[src/rtl/ltssm_pkg.sv]
// Shared LTSSM definitions: state encoding, ordered-set type codes and
// consecutive-OS thresholds used by both the receive and transmit halves.
package ltssm_pkg;

  typedef enum logic [3:0] {
    DetectQuiet                 = 4'b0000,
    DetectActive                = 4'b0001,
    PollingActive               = 4'b0010,
    PollingConfigration         = 4'b0011,
    ConfigrationLinkWidthStart  = 4'b0100,
    ConfigrationLinkWidthAccept = 4'b0101,
    ConfigrationLaneNumWait     = 4'b0110,
    ConfigrationLaneNumActive   = 4'b0111,
    ConfigrationComplete        = 4'b1000,
    ConfigrationIdle            = 4'b1001,
    L0                          = 4'b1010,
    Idle                        = 4'b1111
  } ltssmState_t;

  typedef enum logic [1:0] {
    OsTs1   = 2'b00,
    OsTs2   = 2'b01,
    OsIdle  = 2'b10,
    OsOther = 2'b11
  } osType_t;

  // Consecutive qualifying ordered sets needed before a receive exit.
  localparam logic [3:0] THRESH_LONG  = 4'd8;
  localparam logic [3:0] THRESH_SHORT = 4'd2;

  // Polling and Configration states run the receive timeout timer.
  function automatic logic isTimedState(input logic [3:0] s);
    return (s >= PollingActive) && (s <= ConfigrationIdle);
  endfunction

endpackage

[src/rtl/os_consecutive_counter.sv]
// Consecutive ordered-set counter: holds the run length, the upstream link
// number candidate and the per-state done flag.
module os_consecutive_counter (
  input  logic       Pclk,
  input  logic       Reset,
  input  logic       clear,
  input  logic       zero,
  input  logic       inc,
  input  logic       reload,
  input  logic [7:0] reloadVal,
  input  logic       setDone,
  output logic [2:0] count,
  output logic [7:0] cand,
  output logic       done
);

  // Clear wins over everything; a reload restarts the run at one with a new candidate.
  always_ff @(posedge Pclk) begin
    if (!Reset || clear) begin
      count <= '0;
      cand  <= '0;
      done  <= 1'b0;
    end else begin
      if (setDone) begin
        done <= 1'b1;
      end
      if (reload) begin
        cand  <= reloadVal;
        count <= 3'd1;
      end else if (zero) begin
        count <= '0;
      end else if (inc && (count != 3'd7)) begin
        count <= count + 3'd1;
      end
    end
  end

endmodule

[src/rtl/rx_ltssm.sv]
// Receive-side LTSSM: qualifies decoded ordered sets against the current
// state's exit rule, captures the link number on upstream devices and
// enforces the per-state receive timeout.
//
// Handshake: the main LTSSM holds SetRXState at the state it is in; any
// change restarts qualification. RXFinishFlag is a single-cycle pulse and
// RXExitTo is only meaningful in that cycle (it holds its last value
// otherwise). After a pulse nothing more is reported until SetRXState changes.
module rx_ltssm
  import ltssm_pkg::*;
#(
  parameter int          DEVICETYPE     = 0,
  parameter logic [23:0] TIMEOUT_CYCLES = 24'd6_000_000
) (
  input  logic       Pclk,
  input  logic       Reset,
  input  logic [3:0] SetRXState,
  output logic       RXFinishFlag,
  output logic [3:0] RXExitTo,
  input  logic       OSValid,
  input  logic [1:0] OSType,
  input  logic [7:0] RxLinkNum,
  input  logic       RxLinkPad,
  input  logic       RxLanePad,
  input  logic [7:0] ReadLinkNum,
  output logic [7:0] WriteLinkNum,
  output logic       WriteLinkNumFlag
);

  localparam bit IS_UPSTREAM = (DEVICETYPE == 1);

  ltssmState_t State;
  logic [23:0] timer;

  logic        stateChange;
  logic        active;
  logic        isTs;
  logic        isTs1;
  logic        isTs2;
  logic        linkMatch;
  logic        qual;
  logic        reloadCand;
  logic        hasRule;
  logic [3:0]  thresh;
  ltssmState_t ruleExit;
  logic        osEvent;
  logic        cntZero;
  logic        cntInc;
  logic        cntReload;
  logic        thresholdHit;
  logic        timeoutHit;
  logic        writeHit;

  logic [2:0]  count;
  logic [7:0]  cand;
  logic        cntDone;

  os_consecutive_counter uCounter (
    .Pclk      (Pclk),
    .Reset     (Reset),
    .clear     (stateChange),
    .zero      (cntZero),
    .inc       (cntInc),
    .reload    (cntReload),
    .reloadVal (RxLinkNum),
    .setDone   (thresholdHit || timeoutHit),
    .count     (count),
    .cand      (cand),
    .done      (cntDone)
  );

  // Per-state qualifier, threshold detection and timeout detection.
  always_comb begin
    stateChange = (SetRXState != State);
    active      = !stateChange && !cntDone;
    isTs1       = (OSType == OsTs1);
    isTs2       = (OSType == OsTs2);
    isTs        = isTs1 || isTs2;
    linkMatch   = !RxLinkPad && (RxLinkNum == ReadLinkNum);
    qual        = 1'b0;
    reloadCand  = 1'b0;
    hasRule     = 1'b1;
    thresh      = THRESH_LONG;
    ruleExit    = DetectQuiet;
    case (State)
      PollingActive: begin
        qual     = isTs && RxLinkPad && RxLanePad;
        ruleExit = PollingConfigration;
      end
      PollingConfigration: begin
        qual     = isTs2 && RxLinkPad && RxLanePad;
        ruleExit = ConfigrationLinkWidthStart;
      end
      ConfigrationLinkWidthStart: begin
        thresh   = THRESH_SHORT;
        ruleExit = ConfigrationLinkWidthAccept;
        if (IS_UPSTREAM) begin
          // A new link number restarts the run with that number as candidate.
          qual       = isTs1 && !RxLinkPad && RxLanePad;
          reloadCand = qual && (RxLinkNum != cand);
        end else begin
          qual = isTs1 && linkMatch && RxLanePad;
        end
      end
      ConfigrationLinkWidthAccept: begin
        thresh   = THRESH_SHORT;
        qual     = isTs1 && linkMatch && !RxLanePad;
        ruleExit = ConfigrationLaneNumWait;
      end
      ConfigrationLaneNumWait: begin
        thresh   = THRESH_SHORT;
        qual     = isTs1 && linkMatch && !RxLanePad;
        ruleExit = ConfigrationLaneNumActive;
      end
      ConfigrationLaneNumActive: begin
        thresh   = THRESH_SHORT;
        qual     = isTs && linkMatch && !RxLanePad;
        ruleExit = ConfigrationComplete;
      end
      ConfigrationComplete: begin
        qual     = isTs2 && linkMatch;
        ruleExit = ConfigrationIdle;
      end
      ConfigrationIdle: begin
        qual     = (OSType == OsIdle);
        ruleExit = L0;
      end
      default: hasRule = 1'b0;
    endcase
    osEvent      = OSValid && active && hasRule;
    cntReload    = osEvent && reloadCand;
    cntInc       = osEvent && qual && !reloadCand;
    cntZero      = osEvent && !qual;
    thresholdHit = cntInc && (({1'b0, count} + 4'd1) == thresh);
    timeoutHit   = isTimedState(State) && active && (timer == TIMEOUT_CYCLES - 24'd1);
    writeHit     = IS_UPSTREAM && thresholdHit && (State == ConfigrationLinkWidthStart);
  end

  // State tracking, timeout timer and registered exit/link-number outputs.
  always_ff @(posedge Pclk) begin
    if (!Reset) begin
      State            <= Idle;
      timer            <= '0;
      RXFinishFlag     <= 1'b0;
      RXExitTo         <= DetectQuiet;
      WriteLinkNum     <= '0;
      WriteLinkNumFlag <= 1'b0;
    end else begin
      State <= ltssmState_t'(SetRXState);
      if (stateChange || !isTimedState(State)) begin
        timer <= '0;
      end else if (!cntDone) begin
        timer <= timer + 24'd1;
      end
      RXFinishFlag <= thresholdHit || timeoutHit;
      // Threshold exit takes priority over a coincident timeout.
      if (thresholdHit) begin
        RXExitTo <= ruleExit;
      end else if (timeoutHit) begin
        RXExitTo <= DetectQuiet;
      end
      WriteLinkNumFlag <= writeHit;
      if (writeHit) begin
        WriteLinkNum <= cand;
      end
    end
  end

endmodule
[config.mk]
export PLATFORM = sky130hd
export DESIGN_NAME = rx_ltssm
export DESIGN_NICKNAME = d
export VERILOG_FILES = /design/src/rtl/ltssm_pkg.sv /design/src/rtl/os_consecutive_counter.sv /design/src/rtl/rx_ltssm.sv
export SDC_FILE = /design/constraint.sdc
export NUM_CORES = 1
export LEC_CHECK = 0
export CAP_MARGIN = 20
export CORE_MARGIN = 4
export CORE_UTILIZATION = 35
export CTS_BUF_LIST = sky130_fd_sc_hd__clkbuf_4
export CTS_CLUSTER_SIZE = 24
export DETAILED_ROUTE_END_ITERATION = 8
export GPL_TIMING_DRIVEN = 0
export PLACE_DENSITY = 0.59
export SLEW_MARGIN = 20
export SYNTH_ARGS = -nofsm -noshare
export SYNTH_HDL_FRONTEND = slang
export SYNTH_HIERARCHICAL = 1
export SYNTH_SLANG_ARGS = --single-unit
[constraint.sdc]
create_clock -name Pclk -period 2.5 [get_ports Pclk]
set_input_delay 0.625 -clock Pclk [delete_from_list [all_inputs] [get_ports Pclk]]
set_output_delay 0.625 -clock Pclk [all_outputs]
set_load 0.02 [all_outputs]
==> impl_metrics.yaml <==
global_route:
  grt.overflow.total: 0
  grt_max_degree: 12
  antenna_found_initial: 0
  grt_pass1_vias: 1686
  grt_pass1_wl_microns: 7520
  grtUsageTotal: 0.122
setup_path:
  rrSetupSlack_ns: 0.29
  cp_common_cell: "or3b_1"
  r2r_cells: 8
  worstPathArrival_ns: 2.67
  cp_cell_sequence: "clkdlybuf4s50_1, or3b_1, o31a_1, a21oi_2, a31oi_4, and2_4, or3b_1, a31oi_1"
  cpPeakStageDelay_ns: 0.48
  r2r_start: "State[1]"
  endpoint_kind: "flop"
  timing.rr.end: "uCounter/count[0]"
  crit_path_start_kind: "input pin"
  crit_family: "simple AND/OR/NAND/NOR gates"
  path_buf_inv: 1
  worstSetupPathType: "in -> reg"
  crit_fanout: 4
  crit_slowest_cell: "clkdlybuf4s50_1"
  required_ns: 2.77
die:
  chipHeight_microns: 87.3
  io_pins: 41
  die_w_microns: 87.3
  placementRows: 28
  die_area_sq_um: 7620
  core_sq_um: 6030
  start_util: 0.365
layout:
  insertedDiodeCount: 0
  fin_nets: 336
  final_common_cell: "nor2_1"
  mostFrequentLayoutCells: "41 x nor2_1, 37 x dfxtp_1, 29 x clkdlybuf4s50_1"
  layout-drive-gt1-share: 0.141
  area_delta_synth_final_pct: 24.4
  nFillCells: 624
  final_cells: 381
power:
  switching_power_uw: 267
  pwr-share-clk: 0.298
  internal_power_uw: 792
  vdd_drop_max_v: 0.000223
  p_leak_nw: 0.947
  power_frac_seq: 0.561
  p_comb_frac: 0.141
  power_switching_share: 0.252
  p_per_area_nw_per_um2: 387
status:
  status: "finished clean"
routing:
  vias: 1777
  drtIter0Drc: 109
  drc_errors: 0
  wirelength_microns: 4350
  dr.pass1.iters: 4
  wl_per_cell_microns: 11.4
  viasPerCell: 4.66
  ant_nets: 0
cts:
  clk_pin_slew_ns: 0.11
  cts_root_buf: "clkbuf_4"
  cts_buffer_depth: 2
  cts_tree: "built"
  cts_inserted_buffers: 5
  cts.sinks: 37
  postCtsHoldBufs: 0
  worst_skew_pair.late_latency_ns: 0.33
  ctsHtreeMaxLevel: 2
hold_path:
  hold_end: "RXExitTo[2]"
  holdPathStages: 2
  min_from: "RXExitTo[2]"
  hold_path.class: "reg -> reg"
placement:
  place.gp.congestion: 0.792
  placed_cells: 372
  portBuffers: 31
  dp_hpwl_microns: 3390
job:
  drv_cap: 0
timing:
  finalClockSkew_ns: 0.00257
  relSlewSlack: 0.603
  finalSetupViolCount: 0
  max_slew.worst_pin.slew_ns: 0.589
  fin_crit_ns: 2.40
  period_share: 0.960
  hold_viol: 0
  fmax_mhz: 417
  rsz0062_at_grt: "false"
  setup_tns_ns: 0
  final-max-slew-violation-count: 0
yosys:
  synth_area_sq_um: 2200
  syn_area_per_cell_sq_um: 8.56
  syn_inst: 257
  ys_warn_count: 6
==> per-layer routing <==
metal  vias up  share of wire  global-route usage
met5         -              0                   0
met4         0          0.011              0.0446
met3         4          0.026              0.0199
met2        26           0.47               0.197
met1       793           0.49               0.164
li1        954              -                   -
==> power by group through the flow <==
stage | Combinational (mW) | Clock, mW | Sequential (mW)
after CTS | 0.146 | 0.331 | 0.595
after global placement | 0.144 | 0 | 0.608
after floorplan | 0.0872 | 0 | 0.608
final | 0.149 | 0.315 | 0.595
after global routing | 0.163 | 0.347 | 0.595
after detailed placement | 0.145 | 0 | 0.608
==> cell type report <==
cell class	count	area (sq um)	share of cell area
clock inverter	2	10.0	0.00366
multi-input combinational	200	1360	0.495
buffer	21	140	0.0512
inverter	8	30.0	0.0110
timing repair buffer	32	323	0.118
clock buffer	6	45.0	0.0165
tap	75	93.8	0.0343
sequential	37	741	0.271
==> registers in the layout, summed over array words and instances (netlist names) <==
name	count
RXExitTo	4
RXFinishFlag	1
State	4
timer	24
uCounter/count	3
uCounter/done	1
==> tightest hold or removal path, cell delays in order, from the launching register on <==
cell and delay [ns]:
dfxtp_1 0.34, nand3_1 0.06, mux2i_1 0.06
==> what timing repair did <==
action	in CTS	in global routing
gates resized for setup	1	12
setup endpoints to repair	1	27
pin swaps	0	3
setup buffers	0	1
==> worst max path at each step <==
stage	endpoint	start	depth (start not counted)
2_1_floorplan	uCounter/count[0]	RxLinkPad	7
3_3_place_gp	RXExitTo[0]	SetRXState[3]	7
3_5_place_dp	uCounter/count[0]	OSType[0]	9
4_1_cts	uCounter/count[0]	OSType[0]	8
5_1_grt	RXExitTo[0]	RxLinkPad	7
6_report	uCounter/count[0]	RxLinkPad	8
==> stage by stage <==
step	utilization	cell area [sq um]	setup slack, ns	hold slack, ns	power, mW
after detailed placement	0.438	2640	-0.347	0.478	0.753
after floorplan	-	2230	0.314	0.472	0.695
after CTS	0.448	2700	0.0241	0.498	1.07
final	0.454	2740	0.0997	0.494	1.06
after global routing	0.454	2740	0.0132	0.536	1.10
after global placement	0.438	2640	-0.341	0.472	0.752
Power figures use the tool's default switching activity.
